## src/rtl/rram_pkg.sv

```systemverilog
// Shared definitions for the RRAM host sequencer: state and op encodings,
// command opcodes and the registered bus-output bundle.
package rram_pkg;

  typedef enum logic [3:0] {
    ST_IDLE,
    ST_CMD1,
    ST_ADDR_HI,
    ST_ADDR_LO,
    ST_CMD2,
    ST_WAIT_BUSY,
    ST_WAIT_READY,
    ST_DONE,
    ST_ERR
  } state_e;

  typedef enum logic [1:0] {
    OP_FORM    = 2'b00,
    OP_WRITE   = 2'b01,
    OP_READ    = 2'b10,
    OP_ILLEGAL = 2'b11
  } op_e;

  localparam logic [3:0] CMD_NONE    = 4'b0000;
  localparam logic [3:0] CMD_FORM_1  = 4'b0111;
  localparam logic [3:0] CMD_FORM_2  = 4'b0110;
  localparam logic [3:0] CMD_WRITE_1 = 4'b0001;
  localparam logic [3:0] CMD_WRITE_2 = 4'b0010;
  localparam logic [3:0] CMD_READ_1  = 4'b0011;
  localparam logic [3:0] CMD_READ_2  = 4'b0100;

  // WAIT_BUSY gives the array this many cycles to pull RB low.
  localparam int BUSY_CYCLES = 4;

  typedef struct packed {
    logic       ce;
    logic       cle;
    logic       ale;
    logic [3:0] command;
    logic [7:0] addr_out;
    logic       command_ready;
    logic       address_ready;
    logic       done;
    logic       err;
  } bus_t;

  function automatic logic [3:0] cmd_for(input op_e op, input logic second);
    logic [3:0] c;
    case (op)
      OP_FORM:  c = second ? CMD_FORM_2  : CMD_FORM_1;
      OP_WRITE: c = second ? CMD_WRITE_2 : CMD_WRITE_1;
      OP_READ:  c = second ? CMD_READ_2  : CMD_READ_1;
      default:  c = CMD_NONE;
    endcase
    return c;
  endfunction

  // Bus levels seen while the FSM sits in state s.
  function automatic bus_t bus_for(input state_e s, input op_e op, input logic [15:0] addr);
    bus_t b;
    b    = '0;
    b.ce = 1'b1;
    case (s)
      ST_CMD1: begin
        b.ce            = 1'b0;
        b.cle           = 1'b1;
        b.command       = cmd_for(op, 1'b0);
        b.command_ready = 1'b1;
      end
      ST_ADDR_HI: begin
        b.ce       = 1'b0;
        b.ale      = 1'b1;
        b.addr_out = addr[15:8];
      end
      ST_ADDR_LO: begin
        b.ce            = 1'b0;
        b.ale           = 1'b1;
        b.addr_out      = addr[7:0];
        b.address_ready = 1'b1;
      end
      ST_CMD2: begin
        b.ce            = 1'b0;
        b.cle           = 1'b1;
        b.command       = cmd_for(op, 1'b1);
        b.command_ready = 1'b1;
      end
      ST_WAIT_BUSY, ST_WAIT_READY: b.ce = 1'b0;
      ST_DONE: b.done = 1'b1;
      ST_ERR:  b.err  = 1'b1;
      default: ;
    endcase
    return b;
  endfunction

endpackage

```

## src/rtl/seq_wait_counter.sv

```systemverilog
// 8-bit wait counter for the busy/ready phases; terminal flags the
// TIMEOUT-th wait cycle.
module seq_wait_counter #(
  parameter int TIMEOUT = 255
) (
  input  logic       clk,
  input  logic       rst_n,
  input  logic       clear,
  input  logic       enable,
  output logic [7:0] count,
  output logic       terminal
);

  // NOTE: reset is sampled on the clock edge, so it lives inside the
  // always_ff branch rather than in the sensitivity list.
  always_ff @(posedge clk) begin
    if (!rst_n) begin
      count <= 8'd0;
    end else if (clear) begin
      count <= 8'd0;
    end else if (enable) begin
      count <= count + 8'd1;
    end
  end

  assign terminal = (count == 8'(TIMEOUT - 1));

endmodule

```

## src/rtl/rram_host_sequencer.sv

```systemverilog
// Host-side sequencer: turns form/write/read requests into the
// CMD1 / ADDR_HI / ADDR_LO / CMD2 bus sequence and tracks RB to completion.
module rram_host_sequencer
  import rram_pkg::*;
#(
  parameter int TIMEOUT = 255
) (
  input  logic        clk,
  input  logic        rst_n,
  input  logic        req_valid,
  input  logic [1:0]  req_op,
  input  logic [15:0] req_addr,
  output logic        req_ready,
  input  logic        RB,
  output logic        CE,
  output logic        CLE,
  output logic        ALE,
  output logic [3:0]  command,
  output logic [7:0]  addr_out,
  output logic        command_ready,
  output logic        address_ready,
  output logic        done,
  output logic        err
);

  state_e      state, state_nx;
  op_e         op_q, op_nx;
  logic [15:0] addr_q, addr_nx;
  bus_t        bus_q;
  logic        cnt_clear, cnt_en, cnt_terminal;
  logic [7:0]  wait_count;

  seq_wait_counter #(.TIMEOUT(TIMEOUT)) u_wait (
    .clk      (clk),
    .rst_n    (rst_n),
    .clear    (cnt_clear),
    .enable   (cnt_en),
    .count    (wait_count),
    .terminal (cnt_terminal)
  );

  // NOTE: every signal gets a default before the case so no path leaves
  // one unassigned, which would otherwise infer a latch.
  always_comb begin
    state_nx  = state;
    op_nx     = op_q;
    addr_nx   = addr_q;
    cnt_clear = 1'b0;
    cnt_en    = 1'b0;
    case (state)
      ST_IDLE: begin
        if (req_valid) begin
          if (op_e'(req_op) == OP_ILLEGAL) begin
            state_nx = ST_ERR;
          end else begin
            state_nx = ST_CMD1;
            op_nx    = op_e'(req_op);
            addr_nx  = req_addr;
          end
        end
      end
      ST_CMD1:    state_nx = ST_ADDR_HI;
      ST_ADDR_HI: state_nx = ST_ADDR_LO;
      ST_ADDR_LO: state_nx = ST_CMD2;
      ST_CMD2: begin
        state_nx  = ST_WAIT_BUSY;
        cnt_clear = 1'b1;
      end
      ST_WAIT_BUSY: begin
        cnt_en = 1'b1;
        if (!RB || wait_count == 8'(BUSY_CYCLES - 1)) state_nx = ST_WAIT_READY;
      end
      ST_WAIT_READY: begin
        cnt_en = 1'b1;
        if (RB)                state_nx = ST_DONE;
        else if (cnt_terminal) state_nx = ST_ERR;
      end
      ST_DONE: state_nx = ST_IDLE;
      ST_ERR:  state_nx = ST_IDLE;
      default: state_nx = ST_IDLE;
    endcase
  end

  // Outputs are decoded from the next state so the bus registers change
  // in the same edge as the state register.
  // NOTE: non-blocking assignments keep every register updating from
  // pre-edge values, independent of statement order.
  always_ff @(posedge clk) begin
    if (!rst_n) begin
      state  <= ST_IDLE;
      op_q   <= OP_FORM;
      addr_q <= 16'h0000;
      bus_q  <= bus_for(ST_IDLE, OP_FORM, 16'h0000);
    end else begin
      state  <= state_nx;
      op_q   <= op_nx;
      addr_q <= addr_nx;
      bus_q  <= bus_for(state_nx, op_nx, addr_nx);
    end
  end

  assign req_ready     = (state == ST_IDLE);
  assign CE            = bus_q.ce;
  assign CLE           = bus_q.cle;
  assign ALE           = bus_q.ale;
  assign command       = bus_q.command;
  assign addr_out      = bus_q.addr_out;
  assign command_ready = bus_q.command_ready;
  assign address_ready = bus_q.address_ready;
  assign done          = bus_q.done;
  assign err           = bus_q.err;

endmodule

```

## config.mk

```make
export PLATFORM = sky130hd
export DESIGN_NAME = rram_host_sequencer
export DESIGN_NICKNAME = d
export VERILOG_FILES = /design/src/rtl/rram_pkg.sv /design/src/rtl/seq_wait_counter.sv /design/src/rtl/rram_host_sequencer.sv
export SDC_FILE = /design/constraint.sdc
export NUM_CORES = 1
export LEC_CHECK = 0
export CAP_MARGIN = 20
export CORE_ASPECT_RATIO = 0.5
export CORE_MARGIN = 4
export CORE_UTILIZATION = 60
export CTS_CLUSTER_SIZE = 24
export DETAILED_ROUTE_END_ITERATION = 8
export DONT_BUFFER_PORTS = 1
export GPL_TIMING_DRIVEN = 0
export PLACE_DENSITY = 0.8
export SETUP_SLACK_MARGIN = 0.05
export SLEW_MARGIN = 20
export SYNTH_ARGS = -nofsm -noshare
export SYNTH_HDL_FRONTEND = slang
export SYNTH_HIERARCHICAL = 1
export SYNTH_SLANG_ARGS = --single-unit
```

## constraint.sdc

```tcl
create_clock -name clk -period 3.1 [get_ports clk]
set_clock_uncertainty 0.15 [all_clocks]
set_input_delay 0.93 -clock clk [delete_from_list [all_inputs] [get_ports clk]]
set_output_delay 0.93 -clock clk [all_outputs]
set_load 0.01 [all_outputs]
```

==> results of run 1 <==
==> where the power goes <==
part	internal, mW	switching [mW]
Sequential	0.694	0.0528
Clock	0.244	0.205
Combinational	0.179	0.240
Total	1.12	0.497
==> worst paths after layout <==
check | startpoint | slack, ns | to | depth (start not counted)
max | state[0]$_SDFF_PN0_ | 0.82 | req_ready | 2
min | addr_q[11]$_SDFF_PN0_ | 0.34 | addr_q[11]$_SDFF_PN0_ | 2
max reg2reg | state[0]$_SDFF_PN0_ | 0.92 | addr_out[0]$_SDFF_PN0_ | 7
min reg2reg | addr_q[11]$_SDFF_PN0_ | 0.34 | addr_q[11]$_SDFF_PN0_ | 2
==> metrics by stage <==
step | std cells | utilization [%] | setup slack, ns | instance area (um2) | power (mW)
after global placement | 230 | 69.0 | 0.900 | 1920 | 1.16
final | 238 | 73.1 | 0.821 | 2030 | 1.61
after floorplan | 193 | - | 1.06 | 1870 | 1.10
after global routing | 238 | 73.1 | 0.737 | 2030 | 1.70
after detailed placement | 230 | 69.0 | 0.887 | 1920 | 1.17
after CTS | 238 | 73.1 | 0.813 | 2030 | 1.62
==> flip-flops by register name, summed over array words and instances, names as in the netlist <==
name and flops:
addr_q 16, addr_out 8, u_wait/count 8, state 4, command 3, op_q 2
ALE 1, CE 1, address_ready 1, command_ready 1, done 1, err 1
==> placed cells by master (no fill, tap or decap), types with 3 or more instances in the layout <==
| cell | synthesis | routed |
|---|---|---|
| sky130_fd_sc_hd__o21ai_0 | 4 | 4 |
| sky130_fd_sc_hd__a21oi_1 | 6 | 6 |
| sky130_fd_sc_hd__nor2b_1 | 3 | 3 |
| sky130_fd_sc_hd__buf_6 | 3 | 3 |
| sky130_fd_sc_hd__buf_2 | 3 | 3 |
| sky130_fd_sc_hd__nand2_1 | 6 | 6 |
| sky130_fd_sc_hd__clkbuf_8 | 0 | 5 |
| sky130_fd_sc_hd__xor2_1 | 3 | 3 |
| sky130_fd_sc_hd__inv_1 | 6 | 6 |
| sky130_fd_sc_hd__o22ai_1 | 8 | 8 |
| sky130_fd_sc_hd__nand3_1 | 6 | 6 |
| sky130_fd_sc_hd__dfxtp_1 | 47 | 47 |
| sky130_fd_sc_hd__mux2i_1 | 16 | 16 |
| sky130_fd_sc_hd__or3_1 | 5 | 5 |
| sky130_fd_sc_hd__clkbuf_1 | 3 | 3 |
| sky130_fd_sc_hd__nor2_1 | 32 | 32 |
| sky130_fd_sc_hd__nand2b_1 | 3 | 3 |
| sky130_fd_sc_hd__nor3_1 | 4 | 4 |
==> area by class of cell <==
type                            instances  area, um2
Buffer                                 13       98.8
Clock buffer                            5       68.8
Clock inverter                          3       47.5
Fill cell                             213        747
Inverter                                6       22.5
Multi-Input combinational cell        127        810
Sequential cell                        47        941
Tap cell                               37       46.3
==> worst register-to-register path: stages, from the launching register on <==
cell                      delay, ns
sky130_fd_sc_hd__dfxtp_1       0.31
sky130_fd_sc_hd__buf_2         0.18
sky130_fd_sc_hd__nor4_4        0.41
sky130_fd_sc_hd__and3_1        0.24
sky130_fd_sc_hd__buf_6         0.18
sky130_fd_sc_hd__buf_12        0.16
sky130_fd_sc_hd__mux2i_1       0.28
sky130_fd_sc_hd__o22ai_1       0.13
==> kinds of logic after synthesis <==
group,Yosys count,synth area share [%]
XOR/XNOR,5,2.34
buffers and inverters,19,6.48
adder cells (fa/ha/maj),2,1.34
multiplexers,16,8.56
other,1,0.200
AO/OA/AOI/OAI,32,11.5
flip-flops,47,50.3
AND/OR/NAND/NOR,71,19.3
==> per-layer routing <==
| layer | vias to the layer above | routed length (um) | track usage, % |
|---|---|---|---|
| met2 | 48 | 1590 | 31.1 |
| met4 | 0 | 13 | 8.07 |
| met5 | - | 0 | 0 |
| li1 | 684 | - | - |
| met1 | 633 | 1600 | 21.4 |
| met3 | 2 | 350 | 6.87 |
==> summary.txt, run 1 <==
max-cap violation count - 0
cts repair resizes - 0
CP Capture Type - output port
Min Clock Period, post-route - 2.28 ns
width of the chip - 87.0 um
power density normalized to cell area - 793 mW/mm2
die area - 0.00413 mm2
Syn Std Cell Area - 0.00187 mm2
period utilization - 73.5%
wire length reported by the detailed router - 3550 um
worst vdd ir - 0.000437 V
required time worst endpoint - 2.02 ns
register clock-pin slew on the reported worst setup and hold paths - 0.09 ns
peak clock frequency supported by timing - 0.439 GHz
count of nets left with antenna violations after detail routing - 0
number of antenna violations at the first check in global routing - 0
Synth Area per Inst - 9.70 um2
DRC violation count after routing - 0
Critical Setup Path Class - reg -> out
buffer and inverter count on the worst path - 1
overflow left after global routing - 0
synth warn - 6
critical path peak fanout - 10
Syn Inst Count - 193
top area cells in the synthesized netlist - sky130_fd_sc_hd__dfxtp_1 50%, sky130_fd_sc_hd__mux2i_1 8.6%, sky130_fd_sc_hd__nor2_1 6.4%
DP Wirelength - 2510 um
cell with the most instances after synthesis - sky130_fd_sc_hd__dfxtp_1
clock tree buffer depth - 2
share of post-route cells with drive strength above 1 - 10.4%
transition time at the pin with the least slew margin - 0.513 ns
number of rows created at floorplan - 13
Unique masters post-synth - 43
layout-stage area growth over the synthesis result - 8.69%
Max Slew Vio Count - 0
Worst path top cell family by delay - simple AND/OR/NAND/NOR gates
Clk Tree Root Cell - sky130_fd_sc_hd__clkbuf_8
worst min path class - reg -> reg
number of buffers added for setup after CTS - 0
largest net degree at the start of global routing - 17
die outline height - 47.5 um
number of sinks driven by the clock tree - 47
ratio of routed vias to standard cells - 5.74
slowest cell on the critical path - sky130_fd_sc_hd__nor4_4
Setup TNS - 0 ns
later-pin clock latency in the skew report - 0.30 ns
starting density of the core - 67.3%
number of global-route vias before repair - 1277
primary flip-flop cell chosen by synthesis mapping - sky130_fd_sc_hd__dfxtp_1
worst hold slack - 0.345 ns
placeable core region - 0.00278 mm2
diode count - 0
syn nets - 217
count of final hold-check violations - 0
relative slew slack - 65.3%
Vias - 1367
RSZ-0062 raised after global routing - false
number of buffers inserted by port buffering - 0
crit path launch type - flop
Post-CTS Hold Buffers - 0
final weighted congestion in routability-driven placement - 0.848
Critical Path AT - 1.20 ns
global-route wire length before repair - 5640 um
overall routing resource usage - 18.3%
drt first-iter violations - 56
EDFF count, synth - 0
leading area contributor after synthesis - sky130_fd_sc_hd__dfxtp_1
sequential-to-total area share from yosys stat - 50.3%
Wirelength per Cell - 14.9 um
share of the synthesized area in the top cell type - 50.3%
leakage power - 0.799 nW
clock buffers created by TritonCTS - 5
number of top-level pins - 42
count of nets after finishing - 224
Async S/R FF share, synth - 0%
router iterations before antenna repair - 4
flip-flop and latch count after synthesis - 47
clock tree from TritonCTS - done
CTS HTree Levels - 2
most common library cells after synthesis - 47 x sky130_fd_sc_hd__dfxtp_1, 32 x sky130_fd_sc_hd__nor2_1, 16 x sky130_fd_sc_hd__mux2i_1
run status - finished, final reports clean
number of setup violations in the final report - 0
Max stage delay on crit path - 0.41 ns
CP cell instances - buf_2, nor4_4
No activity file was read; power rests on OpenSTA's default activity.
==> run 2, diff against run 1 <==
--- a/config.mk
+++ b/config.mk
@@ -8,12 +8,12 @@
 export CAP_MARGIN = 20
 export CORE_ASPECT_RATIO = 0.5
 export CORE_MARGIN = 4
-export CORE_UTILIZATION = 60
+export CORE_UTILIZATION = 55
 export CTS_CLUSTER_SIZE = 24
 export DETAILED_ROUTE_END_ITERATION = 8
 export DONT_BUFFER_PORTS = 1
 export GPL_TIMING_DRIVEN = 0
-export PLACE_DENSITY = 0.8
+export PLACE_DENSITY = 0.77
 export SETUP_SLACK_MARGIN = 0.05
 export SLEW_MARGIN = 20
 export SYNTH_ARGS = -nofsm -noshare
==> constraint.sdc (replaced) <==
create_clock -name clk -period 1.9 [get_ports clk]
set_clock_uncertainty 0.15 [all_clocks]
set_input_delay 0.57 -clock clk [delete_from_list [all_inputs] [get_ports clk]]
set_output_delay 0.57 -clock clk [all_outputs]
set_load 0.01 [all_outputs]
==> run 2 against run 1 <==
  * Via count increased by 10%
  * The flow now finishes with violations (negative setup slack)
  * Clock power increased by 31%
  * Combinational power increased to 2.6 times the previous value
  * Flip-flop and latch count unchanged
==> summary.txt, run 2 (same netlist as run 1, synthesis figures left out) <==
start of the worst register-to-register path - state[0]$_SDFF_PN0_
post-route cell area - 0.00240 mm2
top library cells by usage in the layout, fill and taps aside - 41 x sky130_fd_sc_hd__dfxtp_1, 32 x sky130_fd_sc_hd__nor2_1, 15 x sky130_fd_sc_hd__mux2i_4, 14 x sky130_fd_sc_hd__buf_4
DP Wirelength - 2560 um
utilization after layout - 76.5%
CTS HTree Levels - 2
number of sinks driven by the clock tree - 47
Comb pwr share - 37.3%
clock network fraction of design power - 19.9%
Critical Setup Path Class - reg -> reg
starting density of the core - 59.7%
worst vdd ir - 0.000661 V
layout-stage area growth over the synthesis result - 28.2%
worst min path class - in -> reg
share of post-route cells with drive strength above 1 - 28.4%
run status - complete, but fails checks
launch point of the worst path - state[0]$_SDFF_PN0_
max-cap violation count - 0
most common cell after layout, fill and taps aside - sky130_fd_sc_hd__dfxtp_1
internal power contribution - 1.96 mW
multi-input logic area - 0.00108 mm2
sequential cell fraction of total power - 42.7%
sequential cell area in the final layout - 953 um2
register clock-pin slew on the reported worst setup and hold paths - 0.09 ns
clock tree from TritonCTS - done
Clk Tree Root Cell - sky130_fd_sc_hd__clkbuf_8
number of setup violations in the final report - 22
width of the chip - 90.5 um
critical path peak fanout - 7
DRC violation count after routing - 0
number of top-level pins - 42
drt first-iter violations - 79
Max Slew Vio Count - 0
violated checks - negative setup slack
Critical Path AT - 2.03 ns
clock buffers created by TritonCTS - 5
worst path setup slack after routing - -0.115 ns
die outline height - 49.3 um
CP Capture Type - flop
die area - 0.00446 mm2
clock tree buffer depth - 2
switching part of the total power - 33.6%
largest net degree at the start of global routing - 15
number of rows created at floorplan - 14
overall routing resource usage - 18.0%
worst hold slack - 0.235 ns
placeable core region - 0.00314 mm2
overflow left after global routing - 0
RSZ-0062 raised after global routing - true
Worst Hold Launch - rst_n
leakage power - 0.890 nW
max reg flops - 16
Top reg by flops - addr_q
diode count - 0
number of buffers inserted by port buffering - 0
Wirelength per Cell - 19.1 um
Switching Power - 0.992 mW
power density normalized to cell area - 1230 mW/mm2
Post-CTS Hold Buffers - 0
later-pin clock latency in the skew report - 0.30 ns
count of nets left with antenna violations after detail routing - 0
required time worst endpoint - 1.91 ns
global-route wire length before repair - 6240 um
transition time at the pin with the least slew margin - 0.562 ns
period utilization - 106%
peak clock frequency supported by timing - 0.496 GHz
worst slack at placement - -0.200 ns
router iterations before antenna repair - 4
cell area after placement - 0.00192 mm2
relative slew slack - 62.2%
fill cell count - 186
Vias - 1505
count of final hold-check violations - 0
ratio of routed vias to standard cells - 6.00
number of antenna violations at the first check in global routing - 0
final weighted congestion in routability-driven placement - 0.865
wire length reported by the detailed router - 4800 um
count of nets after finishing - 235
Min Clock Period, post-route - 2.02 ns
crit path launch type - flop
number of global-route vias before repair - 1346
run 2: final timing paths:
| check | end | slack (ns) | cells after the start |
|---|---|---|---|
| worst max-delay path | addr_out[3]$_SDFF_PN0_ | -0.12 | 7 |
| worst min-delay path | command[1]$_SDFF_PN0_ | 0.24 | 1 |
| worst max register to register | addr_out[3]$_SDFF_PN0_ | -0.12 | 7 |
| worst min register to register | u_wait/count[7]$_SDFFE_PP0P_ | 0.36 | 2 |
run 2: layer usage:
metal / share of wire, % / track usage [%] / routed length [um]
met1: 42 / 20.4 / 2010
met2: 50 / 28.6 / 2400
met5: 0 / 0 / 0
met3: 5.7 / 8.47 / 274
met4: 2.4 / 8.88 / 113
run 2: final cells by class:
class                      count  area share, %
clock buffer                   5           2.87
timing repair buffer          13           5.32
sequential                    47           39.7
buffer                        11           3.65
tap                           40           2.09
clock inverter                 2          0.574
multi-input combinational    127           44.8
inverter                       6          0.938
run 2: critical path: stages (launching register included):
cell and delay, ns:
sky130_fd_sc_hd__dfxtp_2 0.32, sky130_fd_sc_hd__buf_6 0.11, sky130_fd_sc_hd__nor4_4 0.38, sky130_fd_sc_hd__and3_1 0.24, sky130_fd_sc_hd__buf_6 0.15, sky130_fd_sc_hd__clkbuf_16 0.17, sky130_fd_sc_hd__mux2i_4 0.25, sky130_fd_sc_hd__o22ai_2 0.10
run 2: what timing repair did:
action	4_1_cts	5_1_grt
setup endpoints to repair	30	35
buffers inserted	6	6
pin swaps	2	12
resized for setup	13	41
cloned	0	1
run 2: through the flow:
step	TNS, ns	power [mW]	instances
after CTS	-1.41	2.60	245
after global routing	-3.84	3.10	251
after detailed placement	-2.73	1.92	233
after floorplan	0	1.79	193
final	-1.22	2.96	251
after global placement	-2.33	1.90	233
run 2: power groups by stage:
stage	Sequential, mW	Clock [mW]	Combinational, mW
floorplan	1.23	0	0.563
global placement	1.24	0	0.659
detailed placement	1.25	0	0.671
CTS	1.24	0.596	0.768
global route	1.27	0.650	1.17
finish	1.26	0.589	1.10
